===== src/rtl/overflow_accumulator.sv =====
// overflow_accumulator: registered accumulator with wrap/saturate overflow handling and event tracking
// Ports: clk/rst clock and sync active-high reset; en accumulates d; clr zeroes all state;
//        q accumulator; overflow one-cycle pulse; overflow_sticky held flag; ovf_count saturating event count
module overflow_accumulator #(
    parameter int WIDTH    = 8,
    parameter int SIGNED   = 0,
    parameter int SATURATE = 0,
    parameter int CNT_W    = 8
) (
    input  logic             clk,
    input  logic             rst,
    input  logic             en,
    input  logic             clr,
    input  logic [WIDTH-1:0] d,
    output logic [WIDTH-1:0] q,
    output logic             overflow,
    output logic             overflow_sticky,
    output logic [CNT_W-1:0] ovf_count
);
    logic [WIDTH:0]   sum;
    logic             ovf;
    logic [WIDTH-1:0] sat_val;
    logic [WIDTH-1:0] q_next;
    always_comb begin
        sum     = {1'b0, q} + {1'b0, d};
        ovf     = (SIGNED != 0) ? (q[WIDTH-1] == d[WIDTH-1]) && (sum[WIDTH-1] != q[WIDTH-1]) : sum[WIDTH];
        // signed overflow direction follows the shared operand sign
        sat_val = (SIGNED == 0) ? '1 : q[WIDTH-1] ? {1'b1, {(WIDTH-1){1'b0}}} : {1'b0, {(WIDTH-1){1'b1}}};
        q_next  = (SATURATE != 0 && ovf) ? sat_val : sum[WIDTH-1:0];
    end
    always_ff @(posedge clk) begin
        if (rst || clr) begin
            q               <= '0;
            overflow        <= 1'b0;
            overflow_sticky <= 1'b0;
            ovf_count       <= '0;
        end else begin
            overflow <= en && ovf;
            if (en) begin
                q <= q_next;
                if (ovf) begin
                    overflow_sticky <= 1'b1;
                    if (ovf_count != '1) ovf_count <= ovf_count + 1'b1;
                end
            end
        end
    end
endmodule


===== config.mk =====
export PLATFORM = sky130hd
export DESIGN_NAME = overflow_accumulator
export DESIGN_NICKNAME = d
export VERILOG_FILES = /design/src/rtl/overflow_accumulator.sv
export SDC_FILE = /design/constraint.sdc
export NUM_CORES = 1
export LEC_CHECK = 0
export ABC_AREA = 1
export BUFFER_PORTS_ARGS = -buffer_cell sky130_fd_sc_hd__buf_4
export CAP_MARGIN = 40
export CORE_MARGIN = 2
export CORE_UTILIZATION = 56
export CTS_CLUSTER_DIAMETER = 120
export DETAILED_ROUTE_END_ITERATION = 7
export PLACE_DENSITY = 0.89
export SETUP_SLACK_MARGIN = 0.2
export SYNTH_ARGS = -nofsm -noshare
export SYNTH_HDL_FRONTEND = slang
export SYNTH_SLANG_ARGS = --single-unit

===== constraint.sdc =====
create_clock -name clk -period 3 [get_ports clk]
set_input_delay 0.15 -clock clk [delete_from_list [all_inputs] [get_ports clk]]
set_output_delay 0.15 -clock clk [all_outputs]
set_load 0.03 [all_outputs]

==> key figures, run 1 <==
Run status
  – Outcome: completed

Critical path
  – Worst EP required: 3.23 ns
  – Max Fanout on Critical Path: 13
  – Crit start category: flop
  – Reg2Reg Setup Slack: 1.12 ns
  – Critical Path Sink Type: flop
  – Crit path kind: flop to flop
  – CP Data Arrival Time: 2.11 ns

Synthesis
  – Post-synth top cells: nand2_1, inv_1, nor2_1
  – Synth Instances: 183
  – Post-synth EDFFs: 0
  – FFs w/ async S/R, synth: 0%
  – Share of the synthesized area in the top cell type: 30.1%
  – Sequential fraction of the synthesis area: 30.1%
  – Ys flop type: dfxtp_1
  – Most common cell in the netlist: nand2_1
  – Register bit total from synthesis: 18
  – Area contributors post-synth: dfxtp_1, nand2_1, ha_1
  – Syn Area/Cell: 6.55 um2
  – Syn. warnings: 0
  – Mapped Nets: 205
  – Mapped cell area: 0.00120 mm2
  – Yosys cell types: 22
  – Synth area leader: dfxtp_1

STA
  – Final min period: 1.88 ns
  – Period utilisation layout: 62.6%
  – Measured slew at the worst slew-check pin: 0.478 ns
  – Unrepaired setup endpoints after global routing: false
  – Max Freq: 532 MHz
  – Finish-stage setup viols: 0
  – Fin Setup TNS: 0 ns
  – Fin Hold WS: 0.140 ns
  – Worst relative slew slack: 68.1%
  – Final hold violations: 0
  – Max-slew violation count: 0
  – Skew final: 0.00445 ns
  – Setup WS post-layout: 1.12 ns

Routing
  – Vias: 1217
  – DRC: 0
  – Starting DRT DRC Count: 26
  – Final WL: 2.65 mm
  – DR WL/cell: 11.1 um
  – Routed Antenna Nets: 0
  – Via density: 5.11
  – DR pass1 iterations: 5

Power and ir drop
  – PD cells: 352 mW/mm2
  – Internal power: 0.000360 W
  – Logic pwr share: 20.6%
  – Leak: 0.749 nW
  – Clock power share: 30.8%
  – Sw Pwr: 0.000153 W
  – Sw Ratio: 29.9%
  – Peak VDD IR: 0.000287 V
  – Sequential Power Share: 48.7%

Clock tree
  – Skew-Pair Late Insertion Delay: 0.31 ns
  – Root buf cell: clkbuf_4
  – Setup repair bufs after CTS: 0
  – CTS tree: yes
  – CTS Hold Bufs: 0
  – CTS Buf Count: 3
  – PostCTS Resize Cnt: 0
  – CTS clock-pin slew for the worst setup and hold paths: 0.11 ns
  – H-tree levels: 1
  – CTS max path bufs: 2
  – Clk sinks: 18

Die
  – Die X: 50.3 um
  – Die ar.: 0.00253 mm2
  – Die Y: 50.3 um
  – Initial Util: 60.5%
  – I/O pins: 30
  – Row count: 16
  – Core ar.: 0.00198 mm2

GRT
  – Total track usage: 23.6%
  – First-pass GRT wire length: 4.60 mm
  – Largest net degree at the start of global routing: 27
  – Antenna violations before repair: 0
  – Vias in the first global route: 1115
  – Overflow after GRT: 0

Place
  – Placed Cells incl. Taps: 234
  – DP Worst Slack: 1.18 ns
  – DP HPWL: 1.98 mm
  – Placer congestion estimate: 0.876
  – IO Port Bufs: 29

Min path
  – HP Class: input pin to flop

Cells and area
  – Syn-to-layout area delta: 21.4%
  – Layout cells sized above 1: 18.0%
  – Nets@finish: 234
  – Inserted Diodes: 0
  – Non-filler instance count after layout: 238

Flow run
  – Max-cap violations: 0
registers in the layout, summed over array words and instances, names as in the netlist:
signal           flops
overflow             1
q                    8
ovf_count            8
overflow_sticky      1
cells by family (layout without fill, tap and decap cells):
| logic type | count (synthesis) | count (layout) | synth area share, % |
|---|---|---|---|
| AOI/OAI and AO/OA | 15 | 15 | 6.47 |
| xor gates and xnor gates | 4 | 4 | 2.92 |
| adders and majority gates | 10 | 10 | 11.1 |
| buffers and inverters | 32 | 60 | 11.1 |
| DFF | 18 | 18 | 30.1 |
| and+or+nand+nor | 104 | 104 | 38.4 |
stage by stage:
stage               area [um2]  power, W  utilization [%]
floorplan                 1200  0.000329                -
global placement          1420  0.000356             71.6
detailed placement        1420  0.000360             71.6
CTS                       1460  0.000513             73.4
global route              1460  0.000542             73.4
finish                    1460  0.000513             73.4
worst max-delay path, stage by stage, from the launching register on:
cell     delay [ns]
dfxtp_1        0.35
ha_1           0.22
fa_1           0.41
nand2_1        0.09
nand2_1        0.09
nand3_2        0.09
nand2_2        0.16
nand3_1        0.19
nand2_1        0.06
a21oi_1        0.14
layout by cell type, fill, tap and decap left out, drive strengths merged:
master	instances
ha	9
nand3b	1
dfxtp	18
o211ai	1
or2	1
o21ai	4
a21oi	10
nand4	11
xor2	4
nand3	12
nor2	28
buf	29
inv	27
nor3	1
clkbuf	4
nand2	50
fa	1
final timing paths:
kind,start,endpoint,cells after the start
setup / recovery,q[0],ovf_count[1],9
hold / removal,rst,ovf_count[7],4
setup reg to reg,q[0],ovf_count[1],9
hold reg to reg,overflow_sticky,overflow_sticky,2
layout make-up:
type | count | area (um2)
inverter | 27 | 101
clock buffer | 4 | 36.3
tap | 27 | 33.8
multi-input combinational | 133 | 706
sequential | 18 | 360
fill | 170 | 527
timing repair buffer | 29 | 218
power groups by stage:
stage / sequential (W) / clock (W) / combinational, W
final: 0.000249 / 0.000158 / 0.000105
after global routing: 0.000250 / 0.000174 / 0.000118
after CTS: 0.000250 / 0.000158 / 0.000106
after detailed placement: 0.000255 / 0 / 0.000105
after global placement: 0.000254 / 0 / 0.000101
after floorplan: 0.000265 / 0 / 0.0000638
per-layer routing:
| layer | up-vias | global-route usage (%) | part of all wire (%) |
|---|---|---|---|
| met5 | - | 0 | 0 |
| met1 | 537 | 27.9 | 44 |
| met4 | 0 | 8.33 | 1.5 |
| met2 | 35 | 42.5 | 49 |
| li1 | 640 | - | - |
| met3 | 5 | 3.57 | 5.1 |
(Power assumes the default switching activity.)
==> run 2, diff against run 1 <==
--- a/config.mk
+++ b/config.mk
@@ -5,14 +5,14 @@
 export SDC_FILE = /design/constraint.sdc
 export NUM_CORES = 1
 export LEC_CHECK = 0
-export ABC_AREA = 1
+export ABC_AREA = 0
 export BUFFER_PORTS_ARGS = -buffer_cell sky130_fd_sc_hd__buf_4
 export CAP_MARGIN = 40
 export CORE_MARGIN = 2
-export CORE_UTILIZATION = 56
+export CORE_UTILIZATION = 50
 export CTS_CLUSTER_DIAMETER = 120
 export DETAILED_ROUTE_END_ITERATION = 7
-export PLACE_DENSITY = 0.89
+export PLACE_DENSITY = 0.84
 export SETUP_SLACK_MARGIN = 0.2
 export SYNTH_ARGS = -nofsm -noshare
 export SYNTH_HDL_FRONTEND = slang
==> constraint.sdc (replaced) <==
create_clock -name clk -period 1.9 [get_ports clk]
set_input_delay 0.095 -clock clk [delete_from_list [all_inputs] [get_ports clk]]
set_output_delay 0.095 -clock clk [all_outputs]
set_load 0.03 [all_outputs]
==> run 2 against run 1 <==
  * The run now ends with setup timing left
  * Die area down 4.1%
  * Total power rose by 63%
  * Sequential cell count unchanged
  * Non-clock buffer count grew 13
  * Critical path depth is 1 lower
  * Area after synthesis is 15% lower
  * Sequential power grew 58%
  * Synthesized cell count is 35% lower
  * Count of clock-buffer cells in the layout did not move
  * Critical endpoint is now ovf_count[7]
  * Largest cell class unchanged
  * Largest power group unchanged
==> key figures, run 2 <==
STA
  – Final hold violations: 0
  – Skew final: 0.0115 ns
  – Max-slew violation count: 0
  – Fin Hold WS: 0.0897 ns
  – Max Freq: 489 MHz
  – Measured slew at the worst slew-check pin: 0.435 ns
  – Final min period: 2.04 ns
  – Setup WS post-layout: -0.144 ns
  – Worst relative slew slack: 70.8%
  – Period utilisation layout: 108%
  – Unrepaired setup endpoints after global routing: true
  – Finish-stage setup viols: 7

Critical path
  – Max stage delay on crit path: 0.38 ns
  – Reg2Reg Setup Slack: -0.14 ns
  – Crit path cell chain: ha_4 > fa_2 > a211oi_2 > o21a_1 > a211o_4 > buf_4 > o311ai_4 > o41ai_2
  – Critical R2R Launch: q[0]
  – R2R Path End: ovf_count[7]
  – Critical Path Sink Type: flop
  – Max Fanout on Critical Path: 5
  – CP Data Arrival Time: 2.23 ns
  – Crit path kind: flop to flop
  – Cells on worst reg2reg path: 8
  – Crit-path slowest cell: dfxtp_4
  – CP Buf/Inv Count: 1
  – Crit start category: flop
  – Worst EP required: 2.08 ns
  – Top delay family on crit path: compound AO/OA/AOI/OAI gates

Synthesis
  – Post-Synth XOR/XNOR Area: 3.43%
  – Synth Area in Compound Gates: 21.4%
  – Main combinational cell family by area after synthesis: compound AO/OA/AOI/OAI gates
  – Sequential fraction of the synthesis area: 35.3%
  – Mapped cell area: 0.00102 mm2
  – Simple-Gate Fraction of Synth Area: 18.6%
  – Share of the synthesized area in the top cell type: 35.3%
  – Post-synth EDFFs: 0
  – Most common cell in the netlist: dfxtp_1
  – FFs w/ async S/R, synth: 0%
  – Mapped Nets: 141
  – Synth Instances: 119
  – Syn. warnings: 0
  – Ys flop type: dfxtp_1
  – Area contributors post-synth: dfxtp_1, ha_1, a21oi_1
  – Post-synth top cells: dfxtp_1, nor2_1, a21oi_1
  – Yosys cell types: 31
  – Proportion of synthesized area in mux cells: 5.88%
  – Syn Area/Cell: 8.59 um2
  – Synth area leader: dfxtp_1
  – Synth Area in Adders: 13.0%
  – Register bit total from synthesis: 18

Clock tree
  – CTS clock-pin slew for the worst setup and hold paths: 0.12 ns
  – CTS tree: yes
  – H-tree levels: 1
  – Skew-Pair Late Insertion Delay: 0.30 ns
  – CTS max path bufs: 2
  – CTS Buf Count: 3
  – Root buf cell: clkbuf_4
  – Clk sinks: 18

Cells and area
  – Most common cell after layout, fill and taps aside: buf_4
  – Syn-to-layout area delta: 48.7%
  – Nets@finish: 185
  – Fin util: 78.3%
  – Most frequent cells in the layout: buf_4, nor2_1, dfxtp_1
  – Inserted Diodes: 0
  – Layout cells sized above 1: 40.7%
  – Largest regs: ovf_count (8), q (8)

GRT
  – Largest net degree at the start of global routing: 18
  – Overflow after GRT: 0
  – Antenna violations before repair: 0
  – Total track usage: 22.9%
  – Vias in the first global route: 985
  – First-pass GRT wire length: 4.37 mm

Routing
  – DRC: 0
  – Via density: 5.86
  – Final WL: 3.04 mm
  – Starting DRT DRC Count: 48
  – DR pass1 iterations: 4
  – Routed Antenna Nets: 0
  – DR WL/cell: 16.1 um
  – Vias: 1107

Die
  – I/O pins: 30
  – Row count: 16
  – Die Y: 49.2 um
  – Initial Util: 52.6%
  – Die X: 49.2 um
  – Core ar.: 0.00194 mm2
  – Die ar.: 0.00242 mm2

Min path
  – Min-Delay Endpoint: ovf_count[7]
  – Hold path depth: 3
  – HP Class: input pin to flop
  – Worst Min Path Start: rst

Power and ir drop
  – Peak VDD IR: 0.000538 V
  – Leak: 0.650 nW
  – PD cells: 551 mW/mm2

Flow run
  – Max-cap violations: 0

Run status
  – Outcome: complete, but fails checks
  – Violated checks: setup timing

Place
  – DP HPWL: 1.82 mm
  – Placer congestion estimate: 0.836
  – IO Port Bufs: 29
run 2: per-layer routing:
metal | vias to the layer above | routed length (um) | GRT usage, %
li1 | 533 | - | -
met1 | 520 | 1360 | 28.8
met2 | 45 | 1460 | 38.7
met3 | 9 | 165 | 3.37
met4 | 0 | 65 | 9.52
met5 | - | 0 | 0
run 2: worst max path at each step:
stage | endpoint | startpoint | slack [ns] | depth (start not counted)
CTS | ovf_count[5] | q[0] | -0.08 | 7
global route | ovf_count[7] | q[0] | -0.18 | 8
finish | ovf_count[7] | q[0] | -0.14 | 8
detailed placement | ovf_count[1] | q[0] | -0.1 | 7
global placement | ovf_count[5] | q[0] | -0.02 | 7
floorplan | ovf_count[4] | q[0] | -0.03 | 8
run 2: final cells by class:
type	count	area (um2)
clock buffers	4	36.3
fillers	140	422
inverters	2	7.51
multi-input cells	96	754
flip-flops and latches	18	369
well taps	27	33.8
repair buffers	42	319
run 2: stage by stage:
stage          power [W]  cell area (um2)  TNS (ns)  worst slack [ns]  instances
3_3_place_gp    0.000574             1400   -0.0336           -0.0212        181
6_report        0.000837             1520    -0.693            -0.144        189
3_5_place_dp    0.000579             1400    -0.406           -0.0954        181
4_1_cts         0.000828             1470    -0.247           -0.0763        187
2_1_floorplan   0.000511             1090   -0.0864           -0.0332        119
5_1_grt         0.000873             1520     -1.22            -0.182        189
run 2: kinds of logic (layout without fill, tap and decap cells):
kind of cell,count (synthesis),in the layout
adders and majority gates,10,10
buffers and inverters,6,48
DFF,18,18
and+or+nand+nor,40,40
AOI/OAI and AO/OA,35,36
xor gates and xnor gates,4,4
muxes,6,6
run 2: report_power, final:
group	total [W]	switching, W	internal (W)
sequential	0.000394	0.00000900	0.000385
combinational	0.000197	0.000104	0.0000930
clock	0.000246	0.000129	0.000117
total	0.000837	0.000242	0.000595
run 2: worst register-to-register path: stages (launching register included):
cell and delay, ns:
dfxtp_4 0.38, ha_4 0.13, fa_2 0.22, a211oi_2 0.09, o21a_1 0.24, a211o_4 0.36, buf_4 0.16, o311ai_4 0.24
o41ai_2 0.11
run 2: what timing repair did:
item / 4_1_cts / 5_1_grt
buffers inserted: 2 / 1
pin swaps: 1 / 5
endpoints found under the setup margin: 12 / 13
gates cloned: 0 / 1
resized for setup: 4 / 8
hold buffers: 0 / 0
==> run 3, diff against run 2 <==
--- a/config.mk
+++ b/config.mk
@@ -12,7 +12,8 @@
 export CORE_UTILIZATION = 50
 export CTS_CLUSTER_DIAMETER = 120
 export DETAILED_ROUTE_END_ITERATION = 7
-export PLACE_DENSITY = 0.84
+export PLACE_DENSITY_LB_ADDON = 0.1
+export RECOVER_POWER = 25
 export SETUP_SLACK_MARGIN = 0.2
 export SYNTH_ARGS = -nofsm -noshare
 export SYNTH_HDL_FRONTEND = slang
==> run 3 against run 2 <==
  * The run still ends with setup timing left
  * Worst hold slack got worse by 0.026 ns
  * Critical path depth fell by 1
  * Die area did not move
  * Routed wire length fell by 4.7%
  * Count of clock-buffer cells in the layout did not move
  * Non-clock buffer count rose by 5
  * First-iteration DRC count fell by 42%
  * Largest cell class unchanged
  * Largest power group unchanged
==> key figures, run 3 (same netlist as run 2, synthesis figures left out) <==
STA
  – Final hold violations: 0
  – Period utilisation layout: 104%
  – Fin Hold WS: 0.0642 ns
  – Max-slew violation count: 0
  – Skew final: 0.00923 ns
  – Unrepaired setup endpoints after global routing: true
  – Final min period: 1.97 ns
  – Fin Setup TNS: -0.192 ns
  – Finish-stage setup viols: 7
  – Max Freq: 507 MHz
  – Setup WS post-layout: -0.0726 ns
  – Worst relative slew slack: 75.0%
  – Measured slew at the worst slew-check pin: 0.376 ns

Min path
  – HP Class: input pin to flop
  – Hold path depth: 3
  – Min-Delay Endpoint: ovf_count[7]
  – Worst Min Path Start: rst

Clock tree
  – CTS max path bufs: 2
  – CTS clock-pin slew for the worst setup and hold paths: 0.12 ns
  – CTS Buf Count: 3
  – Skew-Pair Late Insertion Delay: 0.31 ns
  – CTS tree: yes
  – Root buf cell: clkbuf_4
  – Clk sinks: 18
  – H-tree levels: 1
  – CTS Hold Bufs: 0

Routing
  – Final WL: 2.90 mm
  – Vias: 1109
  – DR WL/cell: 14.9 um
  – DRC: 0
  – Starting DRT DRC Count: 28
  – DR pass1 iterations: 4
  – Via density: 5.72
  – Routed Antenna Nets: 0

Cells and area
  – Largest regs: ovf_count (8), q (8)
  – Inserted Diodes: 0
  – Most common cell after layout, fill and taps aside: buf_4
  – Area of the multi-input gates: 729 um2
  – Layout cells sized above 1: 38.9%
  – Total of fill cells in the finished design: 137
  – Most frequent cells in the layout: buf_4, nor2_1, dfxtp_1
  – Syn-to-layout area delta: 49.0%
  – Reg area: 367 um2
  – Nets@finish: 190

Place
  – IO Port Bufs: 29
  – Placer congestion estimate: 0.813
  – DP HPWL: 1.84 mm

Critical path
  – CP Data Arrival Time: 2.22 ns
  – Critical R2R Launch: q[0]
  – Worst EP required: 2.15 ns
  – Reg2Reg Setup Slack: -0.07 ns
  – Max Fanout on Critical Path: 6
  – R2R Path End: ovf_count[5]
  – Critical Path Sink Type: flop
  – Crit start category: flop
  – Crit path kind: flop to flop
  – Cells on worst reg2reg path: 7

Die
  – Die ar.: 0.00242 mm2
  – Core ar.: 0.00194 mm2
  – Initial Util: 52.6%
  – Row count: 16
  – Die X: 49.2 um
  – Die Y: 49.2 um
  – I/O pins: 30

GRT
  – Largest net degree at the start of global routing: 18
  – Antenna violations before repair: 0
  – First-pass GRT wire length: 4.90 mm
  – Vias in the first global route: 1072
  – Overflow after GRT: 0
  – Total track usage: 26.5%

Run status
  – Violated checks: setup timing
  – Outcome: complete, but fails checks

Power and ir drop
  – PD cells: 554 mW/mm2
  – Peak VDD IR: 0.000454 V
  – Leak: 0.660 nW

Flow run
  – Max-cap violations: 0
run 3: cell count changes in the layout (fill, tap and decap cells not counted):
| cell | before | now |
|---|---|---|
| o311ai_1 | 0 | 1 |
| dfxtp_2 | 4 | 2 |
| o41ai_1 | 0 | 1 |
| dfxtp_1 | 13 | 15 |
| o311ai_4 | 1 | 0 |
| o41ai_2 | 1 | 0 |
| buf_4 | 41 | 44 |
| o21ai_1 | 3 | 4 |
| clkbuf_1 | 0 | 2 |
| o21ai_0 | 3 | 2 |
run 3: worst max-delay path by stage:
stage / from / slack (ns) / end / cells past startpoint
after global placement: q[0] / -0.03 / ovf_count[5] / 7
after CTS: q[0] / -0.06 / ovf_count[5] / 7
after global routing: q[0] / -0.16 / ovf_count[5] / 7
after floorplan: q[0] / -0.03 / ovf_count[4] / 8
after detailed placement: q[0] / -0.08 / ovf_count[1] / 7
final: q[0] / -0.07 / ovf_count[5] / 7
run 3: area by class of cell:
| type | instances | share of cell area [%] |
|---|---|---|
| Timing Repair Buffer | 47 | 22.9 |
| Inverter | 2 | 0.493 |
| Clock buffer | 4 | 2.38 |
| Tap cell | 27 | 2.22 |
| Sequential cell | 18 | 24.1 |
| Multi-Input combinational cell | 96 | 47.9 |
run 3: power by group:
part           internal, W  switching (W)
Clock             0.000117       0.000138
Combinational    0.0000957      0.0000999
Sequential        0.000385     0.00000758
run 3: layer usage:
metal	wire length (um)	track usage, %	part of all wire (%)
met5	0	0	0
met2	1380	41.0	47
met4	89	13.8	3.1
met3	152	3.99	5.2
met1	1280	35.4	44
run 3: per-stage QoR:
stage	utilization (%)	setup slack, ns	total power, W	cells	area (um2)
global route	78.4	-0.159	0.000876	194	1520
detailed placement	73.5	-0.0779	0.000582	185	1430
global placement	73.5	-0.0286	0.000579	185	1430
floorplan	-	-0.0332	0.000511	119	1090
CTS	78.3	-0.0650	0.000839	194	1520
finish	78.4	-0.0726	0.000844	194	1520
run 3: timing repair:
| item | 4_1_cts | 5_1_grt |
|---|---|---|
| setup endpoints to repair | 13 | 13 |
| pin swaps | 4 | 1 |
| buffers inserted | 4 | 0 |
| resized for setup | 5 | 5 |
| cloned | 1 | 0 |
run 3: worst max-delay path: stages, from the launching register on:
cell and delay, ns:
dfxtp_4 0.38, ha_4 0.14, fa_2 0.20, a211oi_2 0.06, o21a_1 0.22, a211o_4 0.36
or4_4 0.42, a21oi_2 0.12
